`src/rtl/xor_cipher_rx.sv`:
```
// Serial XOR-stream decryptor: an LFSR keystream decrypts ct_bit, then bytes are framed on SYNC_WORD.
// Optional XOR_RX_RESYNC_EN re-checks the sync word after every FRAME_LEN payload bytes.
module xor_cipher_rx #(
  parameter logic [15:0] SEED_DEFAULT = 16'hACE1,
  parameter logic [7:0]  SYNC_WORD    = 8'hA5,
  parameter int          FRAME_LEN    = 16
) (
  input  logic        clk,
  input  logic        rst,
  input  logic        key_load,
  input  logic [15:0] key_seed,
  input  logic        ct_bit,
  input  logic        ct_valid,
  output logic        pt_bit,
  output logic        pt_valid,
  output logic [7:0]  byte_out,
  output logic        byte_valid,
  output logic        locked,
  output logic        sync_err
);

  typedef enum logic [1:0] {S_IDLE, S_HUNT, S_LOCKED} state_t;

  state_t      state_reg;
  logic [15:0] lfsr_reg;
  logic [15:0] lfsr_next;
  logic [15:0] seed_sel;
  logic [7:0]  sr_reg;
  logic [7:0]  sr_next;
  logic [2:0]  bit_cnt_reg;
  logic        pt_next;
  logic        accept;

  generate
    if (FRAME_LEN < 1) begin : g_frame_len_check
      $error("FRAME_LEN must be at least 1");
    end
  endgenerate

  // Fibonacci taps x^16+x^14+x^13+x^11+1, shifting toward bit 0.
  generate
    for (genvar gi = 0; gi < 15; gi++) begin : g_lfsr_shift
      assign lfsr_next[gi] = lfsr_reg[gi+1];
    end
  endgenerate
  assign lfsr_next[15] = lfsr_reg[0] ^ lfsr_reg[2] ^ lfsr_reg[3] ^ lfsr_reg[5];

  // key_load takes priority: a coincident ciphertext bit is dropped.
  assign accept   = ct_valid && !key_load && (state_reg != S_IDLE);
  assign pt_next  = ct_bit ^ lfsr_reg[0];
  assign sr_next  = {sr_reg[6:0], pt_next};
  assign seed_sel = (key_seed == 16'h0000) ? SEED_DEFAULT : key_seed;

`ifdef XOR_RX_RESYNC_EN
  localparam int BCW = $clog2(FRAME_LEN + 1);
  localparam logic [BCW-1:0] FRAME_LAST = BCW'(FRAME_LEN);

  logic [BCW-1:0] byte_cnt_reg;
  logic           sync_err_reg;

  assign sync_err = sync_err_reg;
`else
  assign sync_err = 1'b0;
`endif

  always_ff @(posedge clk) begin
    if (!rst) begin
      state_reg    <= S_IDLE;
      lfsr_reg     <= SEED_DEFAULT;
      sr_reg       <= 8'h00;
      bit_cnt_reg  <= 3'd0;
      pt_bit       <= 1'b0;
      pt_valid     <= 1'b0;
      byte_out     <= 8'h00;
      byte_valid   <= 1'b0;
      locked       <= 1'b0;
`ifdef XOR_RX_RESYNC_EN
      byte_cnt_reg <= '0;
      sync_err_reg <= 1'b0;
`endif
    end else begin
      pt_valid   <= 1'b0;
      byte_valid <= 1'b0;
`ifdef XOR_RX_RESYNC_EN
      sync_err_reg <= 1'b0;
`endif
      if (key_load) begin
        state_reg    <= S_HUNT;
        lfsr_reg     <= seed_sel;
        sr_reg       <= 8'h00;
        bit_cnt_reg  <= 3'd0;
        locked       <= 1'b0;
`ifdef XOR_RX_RESYNC_EN
        byte_cnt_reg <= '0;
`endif
      end else if (accept) begin
        lfsr_reg <= lfsr_next;
        pt_bit   <= pt_next;
        pt_valid <= 1'b1;
        sr_reg   <= sr_next;
        case (state_reg)
          S_HUNT: begin
            if (sr_next == SYNC_WORD) begin
              state_reg    <= S_LOCKED;
              locked       <= 1'b1;
              bit_cnt_reg  <= 3'd0;
`ifdef XOR_RX_RESYNC_EN
              byte_cnt_reg <= '0;
`endif
            end
          end
          S_LOCKED: begin
            bit_cnt_reg <= bit_cnt_reg + 3'd1;
            if (bit_cnt_reg == 3'd7) begin
`ifdef XOR_RX_RESYNC_EN
              // The byte after a full frame is the expected sync word, never payload.
              if (byte_cnt_reg == FRAME_LAST) begin
                if (sr_next == SYNC_WORD) begin
                  byte_cnt_reg <= '0;
                end else begin
                  sync_err_reg <= 1'b1;
                  locked       <= 1'b0;
                  sr_reg       <= 8'h00;
                  state_reg    <= S_HUNT;
                end
              end else begin
                byte_out     <= sr_next;
                byte_valid   <= 1'b1;
                byte_cnt_reg <= byte_cnt_reg + BCW'(1);
              end
`else
              byte_out   <= sr_next;
              byte_valid <= 1'b1;
`endif
            end
          end
          default: ;
        endcase
      end
    end
  end

endmodule

```
`config.mk`:
```
export PLATFORM = sky130hd
export DESIGN_NAME = xor_cipher_rx
export DESIGN_NICKNAME = d
export VERILOG_FILES = /design/src/rtl/xor_cipher_rx.sv
export SDC_FILE = /design/constraint.sdc
export NUM_CORES = 1
export LEC_CHECK = 0
export CAP_MARGIN = 20
export CORE_UTILIZATION = 54
export CTS_CLUSTER_SIZE = 8
export DETAILED_ROUTE_END_ITERATION = 8
export PLACE_DENSITY_LB_ADDON = 0.25
export SLEW_MARGIN = 15
export SYNTH_ARGS = -nofsm -noshare
export SYNTH_HDL_FRONTEND = slang
export SYNTH_SLANG_ARGS = --single-unit
export TNS_END_PERCENT = 30
```
`constraint.sdc`:
```
create_clock -name clk -period 3.5 [get_ports clk]
set_clock_uncertainty 0.05 [all_clocks]
set_input_delay 1.05 -clock clk [delete_from_list [all_inputs] [get_ports clk]]
set_output_delay 1.05 -clock clk [all_outputs]
set_load 0.01 [all_outputs]
```
==> results of run 1 <==
==> logic make-up (layout without fill, tap and decap cells) <==
kind of cell    Yosys count  after routing  share of synthesized area
compound gates           43             43                      0.168
xor+xnor                  4              4                     0.0205
fa+ha+maj                 2              2                     0.0146
buf+inv                  13             47                     0.0337
flops                    39             39                      0.457
mux                      14             14                     0.0872
other cells               1              1                    0.00220
simple gates             78             78                      0.216
==> cell usage in the layout (no fill, tap or decap), drive strengths merged, types with 2 or more instances in the layout <==
cell type | synthesis | layout
o22ai | 9 | 9
mux2i | 7 | 7
o21a | 3 | 3
buf | 4 | 6
nand2 | 49 | 49
mux2 | 7 | 7
clkdlybuf4s50 | 0 | 32
ha | 2 | 2
dfxtp | 39 | 39
a21oi | 15 | 15
clkinvlp | 0 | 2
nand3 | 2 | 2
nor2 | 14 | 14
or4 | 5 | 5
xnor2 | 4 | 4
clkbuf | 8 | 5
o21ai | 4 | 4
a21o | 8 | 8
==> cell type report <==
class                           instances  share of cell area
Clock buffer                            5              0.0176
Clock inverter                          3             0.00939
Inverter                                1             0.00176
Multi-Input combinational cell        142               0.408
Sequential cell                        39               0.366
Tap cell                               44              0.0258
Timing Repair Buffer                   38               0.171
==> metrics by stage <==
step | std cells | power (uW) | hold WS (ns)
finish | 272 | 804 | 0.442
global route | 272 | 844 | 0.462
CTS | 272 | 811 | 0.443
detailed placement | 264 | 585 | 0.427
global placement | 264 | 581 | 0.412
floorplan | 194 | 540 | 0.399
==> layer usage <==
layer / vias to the layer above / GRT usage / wire length, um
li1: 733 / - / -
met1: 682 / 0.270 / 1470
met2: 45 / 0.417 / 1840
met3: 12 / 0.0714 / 152
met4: 0 / 0.129 / 112
met5: - / 0 / 0
==> worst paths after layout <==
check | slack (ns) | startpoint | end
min | 0.44 | sr_reg[5]$_SDFFE_PP0P_ | sr_reg[6]$_SDFFE_PP0P_
max reg2reg | 1.67 | bit_cnt_reg[0]$_SDFFE_PP0P_ | byte_out[0]$_SDFFE_PN0P_
max | 0.89 | key_seed[8] | lfsr_reg[7]$_SDFFE_PN1P_
min reg2reg | 0.44 | sr_reg[5]$_SDFFE_PP0P_ | sr_reg[6]$_SDFFE_PP0P_
==> power by group through the flow <==
stage / clock, uW / combinational [uW] / sequential (uW)
3_5_place_dp: 0 / 108 / 477
5_1_grt: 256 / 118 / 470
4_1_cts: 235 / 109 / 467
3_3_place_gp: 0 / 105 / 476
6_report: 229 / 108 / 467
2_1_floorplan: 0 / 64.9 / 475
==> worst max-delay path, stage by stage <==
cell and delay, ns:
clkdlybuf4s50_1 0.43, or4_4 0.56, o41ai_4 0.59, o22ai_1 0.15, nand2_1 0.09
==> metrics.md, run 1 <==
| Metric | Value |
|---|---|
| Post-synth EDFFs | `0` |
| CP Data Arrival Time | `2.87 ns` |
| Synth top cells by count | `nand2_1, dfxtp_1, a21oi_1` |
| Setup ws final | `0.886 ns` |
| Fin. Hold Viols | `0` |
| Sequential power share | `0.581` |
| DIE AREA | `3390 um^2` |
| Final instance area | `2130 um^2` |
| Clock sinks | `39` |
| Pwr/cell area | `approximately 380 nW/um^2` |
| Multi-input combinational cell area | `870 um^2` |
| Worst-path fanout max | `8` |
| CTS tree | `yes` |
| Pin count of the biggest net entering global routing | `32` |
| RSZ-0062 raised after global routing | `no` |
| Net Count, Synth | `217` |
| Yosys cell types | `34` |
| Clock power frac | `0.285` |
| Nets | `250` |
| GRT Total Usage | `0.243` |
| IO Count | `34` |
| DR vias | `1472` |
| Mapped Avg Cell Area | `8.80 um^2` |
| Post-Syn Instances | `194` |
| ANT nets after route | `0` |
| DR WL/cell | `~13 um` |
| I/O Buffers | `32` |
| CTS max path bufs | `2` |
| Drt pass-1 iters | `4` |
| CP Data Required Time | `3.76 ns` |
| CTS Buf Count | `5` |
| Crit path time final | `2.61 ns` |
| Worst VDD drop | `~0.28 mV` |
| Yosys top cell area share | `0.457` |
| Starting density of the core | `0.564` |
| Core ar. | `3030 um^2` |
| Max-Cap Viols | `0` |
| Max reg flops | `16` |
| Critical path class | `in -> reg` |
| FF+latch count, synth | `39` |
| Antenna violations before repair | `0` |
| Area after DPL | `2070 um^2` |
| HPWL after DPL | `2.71 mm` |
| Slew HR | `0.649` |
| Fillers | `between 200 and 300` |
| Largest cells by area after synthesis | `dfxtp_1, nand2_1, mux2_2` |
| LEAKAGE | `0.000830 uW` |
| Register area | `781 um^2` |
| Horiz. Die Dim | `58.2 um` |
| DP Worst Slack | `between 0.5 and 0.6 ns` |
| Area growth syn-to-layout | `24.8%` |
| CTS Hold Bufs | `0` |
| # diodes | `0` |
| WHS Path Cells | `2` |
| Setup_tns | `0 ns` |
| FF-to-FF path depth | `5` |
| Primary FF master, synth | `dfxtp_1` |
| Cell taking the most area after synthesis | `dfxtp_1` |
| CTS root buf | `clkbuf_4` |
| Syn Std Cell Area | `1710 um^2` |
| Post-synthesis async set-or-reset flop share | `0` |
| Final Max Slew Viols | `0` |
| Number of global-route vias before repair | `1420` |
| DRC Markers | `0` |
| Iteration-0 DRC Markers | `39` |
| Crit path launch type | `primary input` |
| Most frequent cell after synthesis | `nand2_1` |
| F_max | `between 300 and 400 MHz` |
| Fin util | `0.704` |
| Actual slew at the worst max-slew pin | `0.524 ns` |
| Sequential area share after synthesis | `0.457` |
| Die Ht | `58.2 um` |
| Worst setup EP type | `flip-flop` |
| Post-CTS Setup Bufs | `0` |
| Row count | `20` |
| First-pass GRT wire length | `a little over 6 mm` |
| Vias per inst | `about 5.4` |
| Comb pwr share | `0.135` |
| Switching Share | `0.264` |
| Yosys warnings | `0` |
| Power Internal | `592 uW` |
| Layout cells sized above 1 | `0.123` |
| Total wire length | `3.58 mm` |
| Final period util | `0.747` |
| Status | `complete, no violations` |
| CTS resizes | `0` |
| Max H-tree Level | `2` |
| Global route total overflow | `0` |
| Final setup fails | `0` |
| Reg clk slew, reported paths | `0.12 ns` |
| RD Place Congestion | `roughly 0.81` |
| Net Switching | `212 uW` |
| Hold Crit Class | `reg -> reg` |
| Clock Latency Late Sink | `about 0.36 ns` |
(Power assumes the default switching activity.)
==> run 2: changes to the inputs <==
--- a/config.mk
+++ b/config.mk
@@ -6,7 +6,7 @@
 export NUM_CORES = 1
 export LEC_CHECK = 0
 export CAP_MARGIN = 20
-export CORE_UTILIZATION = 54
+export CORE_UTILIZATION = 45
 export CTS_CLUSTER_SIZE = 8
 export DETAILED_ROUTE_END_ITERATION = 8
 export PLACE_DENSITY_LB_ADDON = 0.25
==> constraint.sdc (replaced) <==
create_clock -name clk -period 2.3 [get_ports clk]
set_clock_uncertainty 0.05 [all_clocks]
set_input_delay 0.69 -clock clk [delete_from_list [all_inputs] [get_ports clk]]
set_output_delay 0.69 -clock clk [all_outputs]
set_load 0.01 [all_outputs]
==> run 2 against run 1 <==
  * Register-to-register slack worse by 1.0 ns
  * Hold slack got worse by 0.027 ns
  * Critical endpoint unchanged
  * Highest routed layer unchanged
  * Wire length is 1.9% lower
  * Global-route usage decreased by 5.2 points
  * Clock power rose by 99%
  * Final cell count up 7.4%
  * Die area grew 19%
  * Via count is 0.75% lower
==> metrics.md, run 2 (same netlist as run 1, synthesis figures left out) <==
| Metric | Value |
|---|---|
| GRT Total Usage | `0.190 (-0.0525)` |
| Global Route met1 Usage | `0.224 (-0.0463)` |
| Clock sinks | `39 (unchanged)` |
| IO Count | `34 (unchanged)` |
| Worst setup EP type | `flip-flop` |
| Critical R2R Launch | `bit_cnt_reg[0]$_SDFFE_PP0P_` |
| Comb pwr share | `0.137 (+0.002)` |
| DR WL/cell | `12.0 um (-8.6%)` |
| Hold Crit Class | `reg -> reg` |
| LEAKAGE | `0.000934 uW (+12%)` |
| DIE AREA | `4050 um^2 (+19%)` |
| ANT nets after route | `0 (unchanged)` |
| Post-CTS Setup Bufs | `0 (unchanged)` |
| HP Start | `byte_out[0]$_SDFFE_PN0P_` |
| Worst VDD drop | `0.385 mV (+35%)` |
| Die Ht | `63.6 um (+9.2%)` |
| Iteration-0 DRC Markers | `76 (+95%)` |
| Starting density of the core | `0.467 (-0.0975)` |
| First-pass GRT wire length | `6.07 mm (-0.33%)` |
| GRT busiest layer | `met2` |
| Switching Share | `0.233 (-0.0307)` |
| Setup_tns | `0 ns (unchanged)` |
| Leading cell type in the layout, fill and taps excluded | `nand2_1` |
| Row count | `22 (+10%)` |
| Final period util | `0.951` |
| Most frequent cells in the layout | `nand2_1, dfxtp_1, clkdlybuf4s50_1` |
| Total power | `1350 uW (+68%)` |
| Crit path launch type | `primary input` |
| Pwr/cell area | `586 nW/um^2 (+55%)` |
| GR Util met2 | `0.334 (-0.0833)` |
| Power Internal | `1040 uW (+75%)` |
| Clock power frac | `0.337 (+0.052)` |
| CTS Hold Bufs | `0 (unchanged)` |
| Clock Latency Late Sink | `0.29 ns (-0.07 ns)` |
| Max reg flops | `16 (unchanged)` |
| Worst-path fanout max | `8 (unchanged)` |
| Reg clk slew, reported paths | `0.07 ns (-0.05 ns)` |
| Reg-to-Reg End | `byte_out[5]$_SDFFE_PN0P_` |
| Max-Cap Viols | `0 (unchanged)` |
| Global route total overflow | `0 (unchanged)` |
| Vias per inst | `5.00 (-7.5%)` |
| DRC Markers | `0 (unchanged)` |
| Core ar. | `3660 um^2 (+21%)` |
| Max H-tree Level | `2 (unchanged)` |
| Area growth syn-to-layout | `35.1%` |
| Layout cells sized above 1 | `0.180 (+0.0575)` |
| Total wire length | `3.51 mm (-1.9%)` |
| FF-to-FF setup slack | `0.63 ns (-1.04 ns)` |
| I/O Buffers | `32 (unchanged)` |
| CTS root buf | `clkbuf_8` |
| Final setup fails | `0 (unchanged)` |
| Met3 Resource Use GR | `0.0380 (-0.0334)` |
| RD Place Congestion | `0.778 (-3.4%)` |
| Pin count of the biggest net entering global routing | `19 (-41%)` |
| DR vias | `1461 (-0.75%)` |
| CTS max path bufs | `2 (unchanged)` |
| Net Switching | `315 uW (+48%)` |
| Antenna violations before repair | `0 (unchanged)` |
| Crit path time final | `2.19 ns` |
| F_max | `457 MHz` |
| Non-Filler Instances | `292 (+7.4%)` |
| Dpl cells | `285 (+8.0%)` |
| CP Data Arrival Time | `2.37 ns (-0.50 ns)` |
| # diodes | `0 (unchanged)` |
| Sequential power share | `0.526 (-0.055)` |
| Number of global-route vias before repair | `1418 (-0.14%)` |
| CTS tree | `yes` |
| Critical path class | `in -> reg` |
| CTS Buf Count | `5 (unchanged)` |
| WHS Path Cells | `2 (unchanged)` |
| Fin. Hold Viols | `0 (unchanged)` |
| Horiz. Die Dim | `63.6 um (+9.2%)` |
| Status | `complete, no violations` |
| RSZ-0062 raised after global routing | `no` |
| CP Data Required Time | `2.49 ns (-1.27 ns)` |
| Nets | `267 (+6.8%)` |
| Drt pass-1 iters | `4 (unchanged)` |
| Final Max Slew Viols | `0 (unchanged)` |
| FF-to-FF path depth | `6 (+1)` |
| HPWL after DPL | `2.61 mm (-3.8%)` |
| Hold endpoint | `byte_out[0]$_SDFFE_PN0P_` |
| CTS resizes | `0 (unchanged)` |
==> run 2: cell count changes in the layout (fill, tap and decap cells not counted) <==
cell,previous run,this run
buf_12,0,1
buf_4,6,22
clkbuf_4,5,0
clkbuf_8,0,6
clkinvlp_4,2,0
==> run 2: layout make-up <==
cell class	count	area (um^2)
Fill cell	327	1350
Multi-Input combinational cell	142	870
Sequential cell	39	781
Timing Repair Buffer	55	505
Clock buffer	6	82.6
Tap cell	48	60.1
Clock inverter	1	5.00
Inverter	1	3.75
==> run 2: worst max-delay path, cell delays in order <==
cell and delay, ns:
clkdlybuf4s50_1 0.42, or4_4 0.55, o41ai_4 0.34, buf_4 0.20, o22ai_1 0.09, nand2_1 0.07
==> run 2: through the flow <==
stage	area, um^2	utilization	hold slack, ns	setup WS, ns
6_report	2310	0.630	0.414	0.113
5_1_grt	2310	0.630	0.446	0.0342
4_1_cts	2310	0.630	0.415	0.119
3_5_place_dp	2220	0.606	0.404	-0.172
3_3_place_gp	2220	0.606	0.401	-0.138
2_1_floorplan	1710	-	0.399	0.288
==> run 2: worst max path at each step <==
stage | startpoint | endpoint | slack, ns | cells after the start
2_1_floorplan | key_seed[8] | lfsr_reg[15]$_SDFFE_PN1P_ | 0.29 | 3
4_1_cts | key_seed[8] | lfsr_reg[7]$_SDFFE_PN1P_ | 0.12 | 6
3_3_place_gp | key_seed[8] | lfsr_reg[5]$_SDFFE_PN1P_ | -0.14 | 6
3_5_place_dp | key_seed[8] | lfsr_reg[11]$_SDFFE_PN1P_ | -0.17 | 6
6_report | key_seed[8] | lfsr_reg[7]$_SDFFE_PN1P_ | 0.11 | 6
5_1_grt | key_seed[8] | lfsr_reg[7]$_SDFFE_PN1P_ | 0.03 | 6
==> run 2: layer usage <==
layer | up-vias | share of wire
met5 | - | 0
met1 | 653 | 0.48
met4 | 0 | 0.011
li1 | 768 | -
met3 | 5 | 0.033
met2 | 35 | 0.48
==> run 2: power groups by stage <==
| stage | combinational (uW) | clock [uW] | sequential [uW] |
|---|---|---|---|
| floorplan | 98.8 | 0 | 723 |
| global route | 203 | 496 | 713 |
| detailed placement | 185 | 0 | 726 |
| global placement | 184 | 0 | 726 |
| CTS | 186 | 471 | 711 |
| finish | 185 | 456 | 711 |
==> run 3: changes to the inputs <==
--- a/config.mk
+++ b/config.mk
@@ -7,6 +7,7 @@
 export LEC_CHECK = 0
 export CAP_MARGIN = 20
 export CORE_UTILIZATION = 45
+export CTS_BUF_LIST = sky130_fd_sc_hd__clkbuf_8 sky130_fd_sc_hd__clkbuf_16
 export CTS_CLUSTER_SIZE = 8
 export DETAILED_ROUTE_END_ITERATION = 8
 export PLACE_DENSITY_LB_ADDON = 0.25
==> results of run 3 <==
No change in the layout: final DEF, timing and power equal those of run 2.
